File: config.mk
export PLATFORM = sky130hd
export DESIGN_NAME = spi_master_px
export DESIGN_NICKNAME = d
export VERILOG_FILES = /design/src/rtl/spi_master_px.sv
export SDC_FILE = /design/constraint.sdc
export NUM_CORES = 1
export LEC_CHECK = 0
export BUFFER_PORTS_ARGS = -buffer_cell sky130_fd_sc_hd__buf_2
export CAP_MARGIN = 0
export CELL_PAD_IN_SITES_DETAIL_PLACEMENT = 1
export CELL_PAD_IN_SITES_GLOBAL_PLACEMENT = 1
export CORE_ASPECT_RATIO = 1.4
export CORE_MARGIN = 5
export CORE_UTILIZATION = 43
export CTS_BUF_LIST = sky130_fd_sc_hd__clkbuf_4 sky130_fd_sc_hd__clkbuf_8 sky130_fd_sc_hd__clkbuf_16
export CTS_CLUSTER_SIZE = 30
export DETAILED_ROUTE_END_ITERATION = 8
export GPL_ROUTABILITY_DRIVEN = 0
export HOLD_SLACK_MARGIN = 0.02
export PLACE_DENSITY = 0.79
export SLEW_MARGIN = 20
export SYNTH_ARGS = -nofsm -noshare
export SYNTH_HDL_FRONTEND = slang
export SYNTH_SLANG_ARGS = --single-unit
File: constraint.sdc
create_clock -name clk -period 2.55 [get_ports clk]
set_input_delay 0.51 -clock clk [delete_from_list [all_inputs] [get_ports clk]]
set_output_delay 0.51 -clock clk [all_outputs]
set_load 0.03 [all_outputs]
File: src/rtl/spi_master_px.sv
// spi_master_px: parameterised full-duplex SPI master.
//
// Ports:
//   clk, reset_          system clock, synchronous active-low reset
//   start                single-cycle frame request, taken only while idle
//   mode, cs_sel, dc_in  {CPOL,CPHA}, chip-select index, data/command flag
//   din                  transmit word
//   miso                 serial data in
//   busy, done           frame in progress / one-cycle completion pulse
//   dout                 last received word
//   sck, mosi, cs_, dc   serial clock, serial data out, active-low selects,
//                        latched data/command flag (all registered)
//
// state | meaning
// IDLE  | waiting for start, sck parked at latched CPOL
// SETUP | cs_ asserted, one half-period before the first sck edge
// XFER  | 2*DATA_W sck edges, shifting mosi and sampling miso
// HOLD  | one half-period after the last edge, then cs_ releases and done pulses
module spi_master_px #(
  parameter int DATA_W    = 8,
  parameter int FREQDIV   = 25,
  parameter int NUM_CS    = 1,
  parameter bit LSB_FIRST = 1'b0,
  localparam int CS_W     = (NUM_CS > 1) ? $clog2(NUM_CS) : 1
) (
  input  logic              clk,
  input  logic              reset_,
  input  logic              start,
  input  logic [1:0]        mode,
  input  logic [CS_W-1:0]   cs_sel,
  input  logic              dc_in,
  input  logic [DATA_W-1:0] din,
  input  logic              miso,
  output logic              busy,
  output logic              done,
  output logic [DATA_W-1:0] dout,
  output logic              sck,
  output logic              mosi,
  output logic [NUM_CS-1:0] cs_,
  output logic              dc
);

  localparam int CNT_W  = $clog2(FREQDIV);
  localparam int EDGE_W = $clog2(2 * DATA_W + 1);
  localparam logic [CNT_W-1:0]  CNT_LAST  = CNT_W'(FREQDIV - 1);
  localparam logic [EDGE_W-1:0] EDGE_LAST = EDGE_W'(2 * DATA_W - 1);

  typedef enum logic [1:0] {IDLE, SETUP, XFER, HOLD} state_t;

  state_t              state_q, state_d;
  logic [CNT_W-1:0]    cnt_q, cnt_d;
  logic [EDGE_W-1:0]   edge_q, edge_d;
  logic [DATA_W-1:0]   tx_q, tx_d;
  logic [DATA_W-1:0]   rx_q, rx_d;
  logic                cpol_q, cpol_d;
  logic                cpha_q, cpha_d;
  logic                busy_d, done_d, sck_d, mosi_d, dc_d;
  logic [DATA_W-1:0]   dout_d;
  logic [NUM_CS-1:0]   cs_d;
  logic                lead_edge, last_edge, half_end;

  // Bit next in line to leave the transmit register.
  function automatic logic first_bit(input logic [DATA_W-1:0] w);
    return LSB_FIRST ? w[0] : w[DATA_W-1];
  endfunction

  // Drop the bit just sent so the following one sits in the output position.
  function automatic logic [DATA_W-1:0] shift_tx(input logic [DATA_W-1:0] w);
    return LSB_FIRST ? (w >> 1) : (w << 1);
  endfunction

  function automatic logic [DATA_W-1:0] shift_rx(input logic [DATA_W-1:0] w,
                                                 input logic b);
    return LSB_FIRST ? {b, w[DATA_W-1:1]} : {w[DATA_W-2:0], b};
  endfunction

  // An out-of-range index matches no line, so every select stays high.
  function automatic logic [NUM_CS-1:0] cs_decode(input logic [CS_W-1:0] sel);
    logic [NUM_CS-1:0] r;
    r = '1;
    for (int i = 0; i < NUM_CS; i++)
      if (int'(sel) == i) r[i] = 1'b0;
    return r;
  endfunction

  // edge_q counts edges already made, so an even count means the next edge
  // moves sck away from CPOL (leading edge).
  assign lead_edge = ~edge_q[0];
  assign last_edge = (edge_q == EDGE_LAST);
  assign half_end  = (cnt_q == CNT_LAST);

  always_comb begin
    state_d = state_q;
    cnt_d   = cnt_q;
    edge_d  = edge_q;
    tx_d    = tx_q;
    rx_d    = rx_q;
    cpol_d  = cpol_q;
    cpha_d  = cpha_q;
    busy_d  = busy;
    done_d  = 1'b0;
    dout_d  = dout;
    sck_d   = sck;
    mosi_d  = mosi;
    cs_d    = cs_;
    dc_d    = dc;

    case (state_q)
      IDLE: begin
        sck_d = cpol_q;
        if (start && !busy) begin
          state_d = SETUP;
          cnt_d   = '0;
          edge_d  = '0;
          rx_d    = '0;
          cpol_d  = mode[1];
          cpha_d  = mode[0];
          sck_d   = mode[1];
          dc_d    = dc_in;
          busy_d  = 1'b1;
          cs_d    = cs_decode(cs_sel);
          if (mode[0]) begin
            tx_d = din;
          end else begin
            // CPHA=0 needs the first bit valid before the first edge.
            mosi_d = first_bit(din);
            tx_d   = shift_tx(din);
          end
        end
      end

      SETUP: begin
        if (half_end) begin
          cnt_d   = '0;
          state_d = XFER;
        end else begin
          cnt_d = cnt_q + CNT_W'(1);
        end
      end

      XFER: begin
        if (half_end) begin
          cnt_d  = '0;
          sck_d  = ~sck;
          edge_d = edge_q + EDGE_W'(1);
          if (cpha_q ? lead_edge : (!lead_edge && !last_edge)) begin
            mosi_d = first_bit(tx_q);
            tx_d   = shift_tx(tx_q);
          end
          if (cpha_q ? !lead_edge : lead_edge)
            rx_d = shift_rx(rx_q, miso);
          if (last_edge)
            state_d = HOLD;
        end else begin
          cnt_d = cnt_q + CNT_W'(1);
        end
      end

      HOLD: begin
        if (half_end) begin
          cnt_d   = '0;
          state_d = IDLE;
          busy_d  = 1'b0;
          done_d  = 1'b1;
          dout_d  = rx_q;
          cs_d    = '1;
        end else begin
          cnt_d = cnt_q + CNT_W'(1);
        end
      end

      default: state_d = IDLE;
    endcase
  end

  always_ff @(posedge clk) begin
    if (!reset_) begin
      state_q <= IDLE;
      cnt_q   <= '0;
      edge_q  <= '0;
      tx_q    <= '0;
      rx_q    <= '0;
      cpol_q  <= 1'b0;
      cpha_q  <= 1'b0;
      busy    <= 1'b0;
      done    <= 1'b0;
      dout    <= '0;
      sck     <= 1'b0;
      mosi    <= 1'b0;
      cs_     <= '1;
      dc      <= 1'b0;
    end else begin
      state_q <= state_d;
      cnt_q   <= cnt_d;
      edge_q  <= edge_d;
      tx_q    <= tx_d;
      rx_q    <= rx_d;
      cpol_q  <= cpol_d;
      cpha_q  <= cpha_d;
      busy    <= busy_d;
      done    <= done_d;
      dout    <= dout_d;
      sck     <= sck_d;
      mosi    <= mosi_d;
      cs_     <= cs_d;
      dc      <= dc_d;
    end
  end

endmodule

==> impl_metrics.py <==
metrics = {
    "logic_synthesis": {
        "netlist_area_sq_um": 2280,
        "ys_types": 45,
        "synth_top_cell_by_area": "dfxtp_1",
        "ys_seq_elements": 44,
        "ys_async_sr_fraction": 0,
        "synthXorXnorAreaFrac": 0.0154,
        "synthTopCellsByCount": "nand2_1, dfxtp_1, mux2i_1",
        "synth.area.top_cells": "dfxtp_1, mux2i_1, nand2_1",
        "yosys.area.top_type_share": 0.386,
        "synth_top_family_by_area": "simple AND/OR/NAND/NOR gates",
        "post-synth-top-count-cell": "nand2_1",
        "yosys-mux-area-fraction": 0.118,
        "postSynthCellCount": 259,
        "ys.flop_type": "dfxtp_1",
        "avgSynthCellArea_sq_um": 8.81,
        "synth_compound_area_frac": 0.156,
        "synth_edf_count": 0,
        "yosysWarnings": 0,
        "synthAdderAreaFrac": 0.0494,
        "synth_nets": 284,
        "yosys.area_share.simple": 0.226,
        "ys_seq_area_frac": 0.386,
    },
    "power_and_ir_drop": {
        "p_sw_frac": 0.376,
        "clkPwrFrac": 0.241,
        "p_int_w": 0.00149,
        "p_switching_w": 0.000898,
        "powerDensity_nw_per_um2": 925,
        "seq_power_share": 0.358,
        "p_leak_nw": 1.01,
        "pwr-share-comb": 0.401,
        "vdd_drop_max_uv": 364,
        "finalPower_w": 0.00239,
    },
    "finish": {
        "diodes": 0,
        "fin_cells": 350,
        "layout.nets": 308,
        "area_growth_pct": 13.2,
        "drive_gt1_frac": 0.187,
    },
    "grt": {
        "grt_start_max_net_pins": 34,
        "grt_use_total": 0.163,
        "grt_antenna_before_repair": 0,
        "grt_pass1_wl_mm": 8.83,
        "grt_pass1_vias": 1925,
        "grt-ovfl-total": 0,
    },
    "routing": {
        "wl_per_cell_microns": 14.9,
        "viasPerCell": 5.27,
        "drtIter0Drc": 45,
        "dr.pass1.iters": 4,
        "wl_mm": 5.22,
        "drc_errors": 0,
        "ant_nets": 0,
        "vias": 1843,
    },
    "sta": {
        "finClkSkew_ps": 8.87,
        "maxSlewViolCount": 0,
        "final.period_utilization": 0.819,
        "setup_tns_ps": 0,
        "relSlewSlack": 0.636,
        "fmax_ghz": 0.479,
        "grt_setup_unrepaired": "false",
        "worst_slew_pin_slew_ps": 544,
        "period_needed_ps": 2090,
        "setup_violations": 0,
        "hold_slack_ps": 462,
        "finalHoldViolCount": 0,
        "setup_ws_ps": 462,
    },
    "cts": {
        "clk_latency_ps": 310,
        "cts_tree": "yes",
        "clk_pin_slew_ps": 90,
        "cts.repair.resized": 0,
        "post_cts_buffers": 0,
        "numCtsBuffers": 5,
        "htree_levels": 2,
        "hold_buffers": 0,
        "clock_path_buffers": 2,
        "ctsRootBufferMaster": "clkbuf_8",
        "cts.sinks": 44,
    },
    "critical_path": {
        "end_kind": "flip-flop",
        "startpoint_type": "flip-flop",
        "cp.required_ps": 2780,
        "r2r_cells": 6,
        "crit_fanout": 15,
        "worstPathCellList": "inv_1 -> ha_1 -> inv_1 -> nor2_4 -> nor3_4 -> mux2i_1",
        "max_stage_delay_ps": 520,
        "critPathKind": "flip-flop to flip-flop",
        "r2r_end": "tx_q[5]",
        "ff2ff_setup_slack_ps": 460,
        "r2r-start": "state_q[0]",
        "timing.critical_path.mode_cell": "inv_1",
        "critPathSlowestCell": "nor3_4",
        "worstPathArrival_ps": 2320,
    },
    "run_status": {
        "outcome": "finished clean",
    },
    "floorplan": {
        "start_util": 0.442,
        "io_pins": 30,
        "die_y_microns": 96.2,
        "die_area_sq_um": 6880,
        "die_w_microns": 71.6,
        "core_region_area_sq_um": 5160,
        "num_rows": 31,
    },
    "placed_design": {
        "io_buffer_count": 29,
        "dp.cells": 342,
        "pre_cts_slack_ps": 483,
        "hpwlAfterDp_mm": 3.70,
    },
    "run": {
        "maxCapViolations": 0,
    },
    "worst_hold_path": {
        "whs_path_depth": 3,
        "hold_end": "dc",
        "worstHoldPathType": "primary input to flip-flop",
        "min_from": "dc_in",
    },
}
[cells by family (layout without fill, tap and decap cells)]
| group | Yosys count | count (layout) |
|---|---|---|
| and+or+nand+nor | 103 | 103 |
| AOI/OAI and AO/OA | 48 | 48 |
| DFF | 44 | 44 |
| muxes | 27 | 27 |
| buffers and inverters | 24 | 49 |
| adders and majority gates | 9 | 9 |
| xor gates and xnor gates | 4 | 4 |
[worst max-delay path: cells and delay by family, from the launching register on]
family        cells  cell delay, ps
flops             1             390
mux               1             260
buf+inv           2             330
simple gates      2             650
fa+ha+maj         1             380
[metrics by stage]
stage / area (sq um) / utilization
after CTS: 2580 / 0.501
after global routing: 2580 / 0.501
after global placement: 2460 / 0.477
after detailed placement: 2460 / 0.477
after floorplan: 2280 / -
final: 2580 / 0.501
[worst max-delay path by stage]
stage	from	end	slack (ps)	depth (start not counted)
after global placement	edge_q[0]	tx_q[4]	600	6
after global routing	state_q[1]	tx_q[4]	280	6
final	state_q[0]	tx_q[5]	460	6
after detailed placement	state_q[1]	tx_q[3]	480	6
after CTS	state_q[0]	tx_q[2]	420	6
after floorplan	edge_q[0]	tx_q[0]	750	6
[power by group through the flow]
| stage | Combinational [W] | Clock (W) | Sequential, W |
|---|---|---|---|
| floorplan | 0.000736 | 0 | 0.000896 |
| global placement | 0.000934 | 0 | 0.000866 |
| detailed placement | 0.000965 | 0 | 0.000870 |
| CTS | 0.000977 | 0.000590 | 0.000856 |
| global route | 0.00105 | 0.000611 | 0.000868 |
| finish | 0.000958 | 0.000576 | 0.000855 |
[cell usage in the layout, fill, tap and decap left out, types with 2 or more instances in the layout]
cell,n
nor2b_1,3
buf_4,5
nand2b_1,4
nor2_1,6
o21ai_0,15
mux2i_1,27
o2111ai_1,2
a21boi_0,14
xor2_1,3
a21boi_1,3
clkbuf_8,6
dfxtp_1,44
and3_1,2
a21oi_1,2
buf_2,29
ha_1,9
nand4b_1,2
nand2_1,62
nand3_1,12
nand3b_1,2
inv_1,7
[registers in the layout, summed over array words and instances, names as in the netlist]
name	count
dc	1
tx_q	8
done	1
rx_q	8
cnt_q	5
sck	1
edge_q	5
mosi	1
cpol_q	1
busy	1
dout	8
state_q	2
cs_	1
cpha_q	1
[cell type report]
class	count	area (sq um)
Sequential cell	44	881
Timing Repair Buffer	34	183
Clock inverter	2	38.8
Fill cell	635	2580
Multi-Input combinational cell	191	1290
Inverter	7	26.3
Tap cell	66	82.6
Clock buffer	6	82.6
[metal layers]
layer / GRT usage / vias up / part of all wire
li1: - / 934 / -
met1: 0.187 / 879 / 0.43
met2: 0.289 / 21 / 0.52
met3: 0.0324 / 9 / 0.027
met4: 0.0721 / 0 / 0.021
met5: 0 / - / 0
No activity file was read; power rests on OpenSTA's default activity.
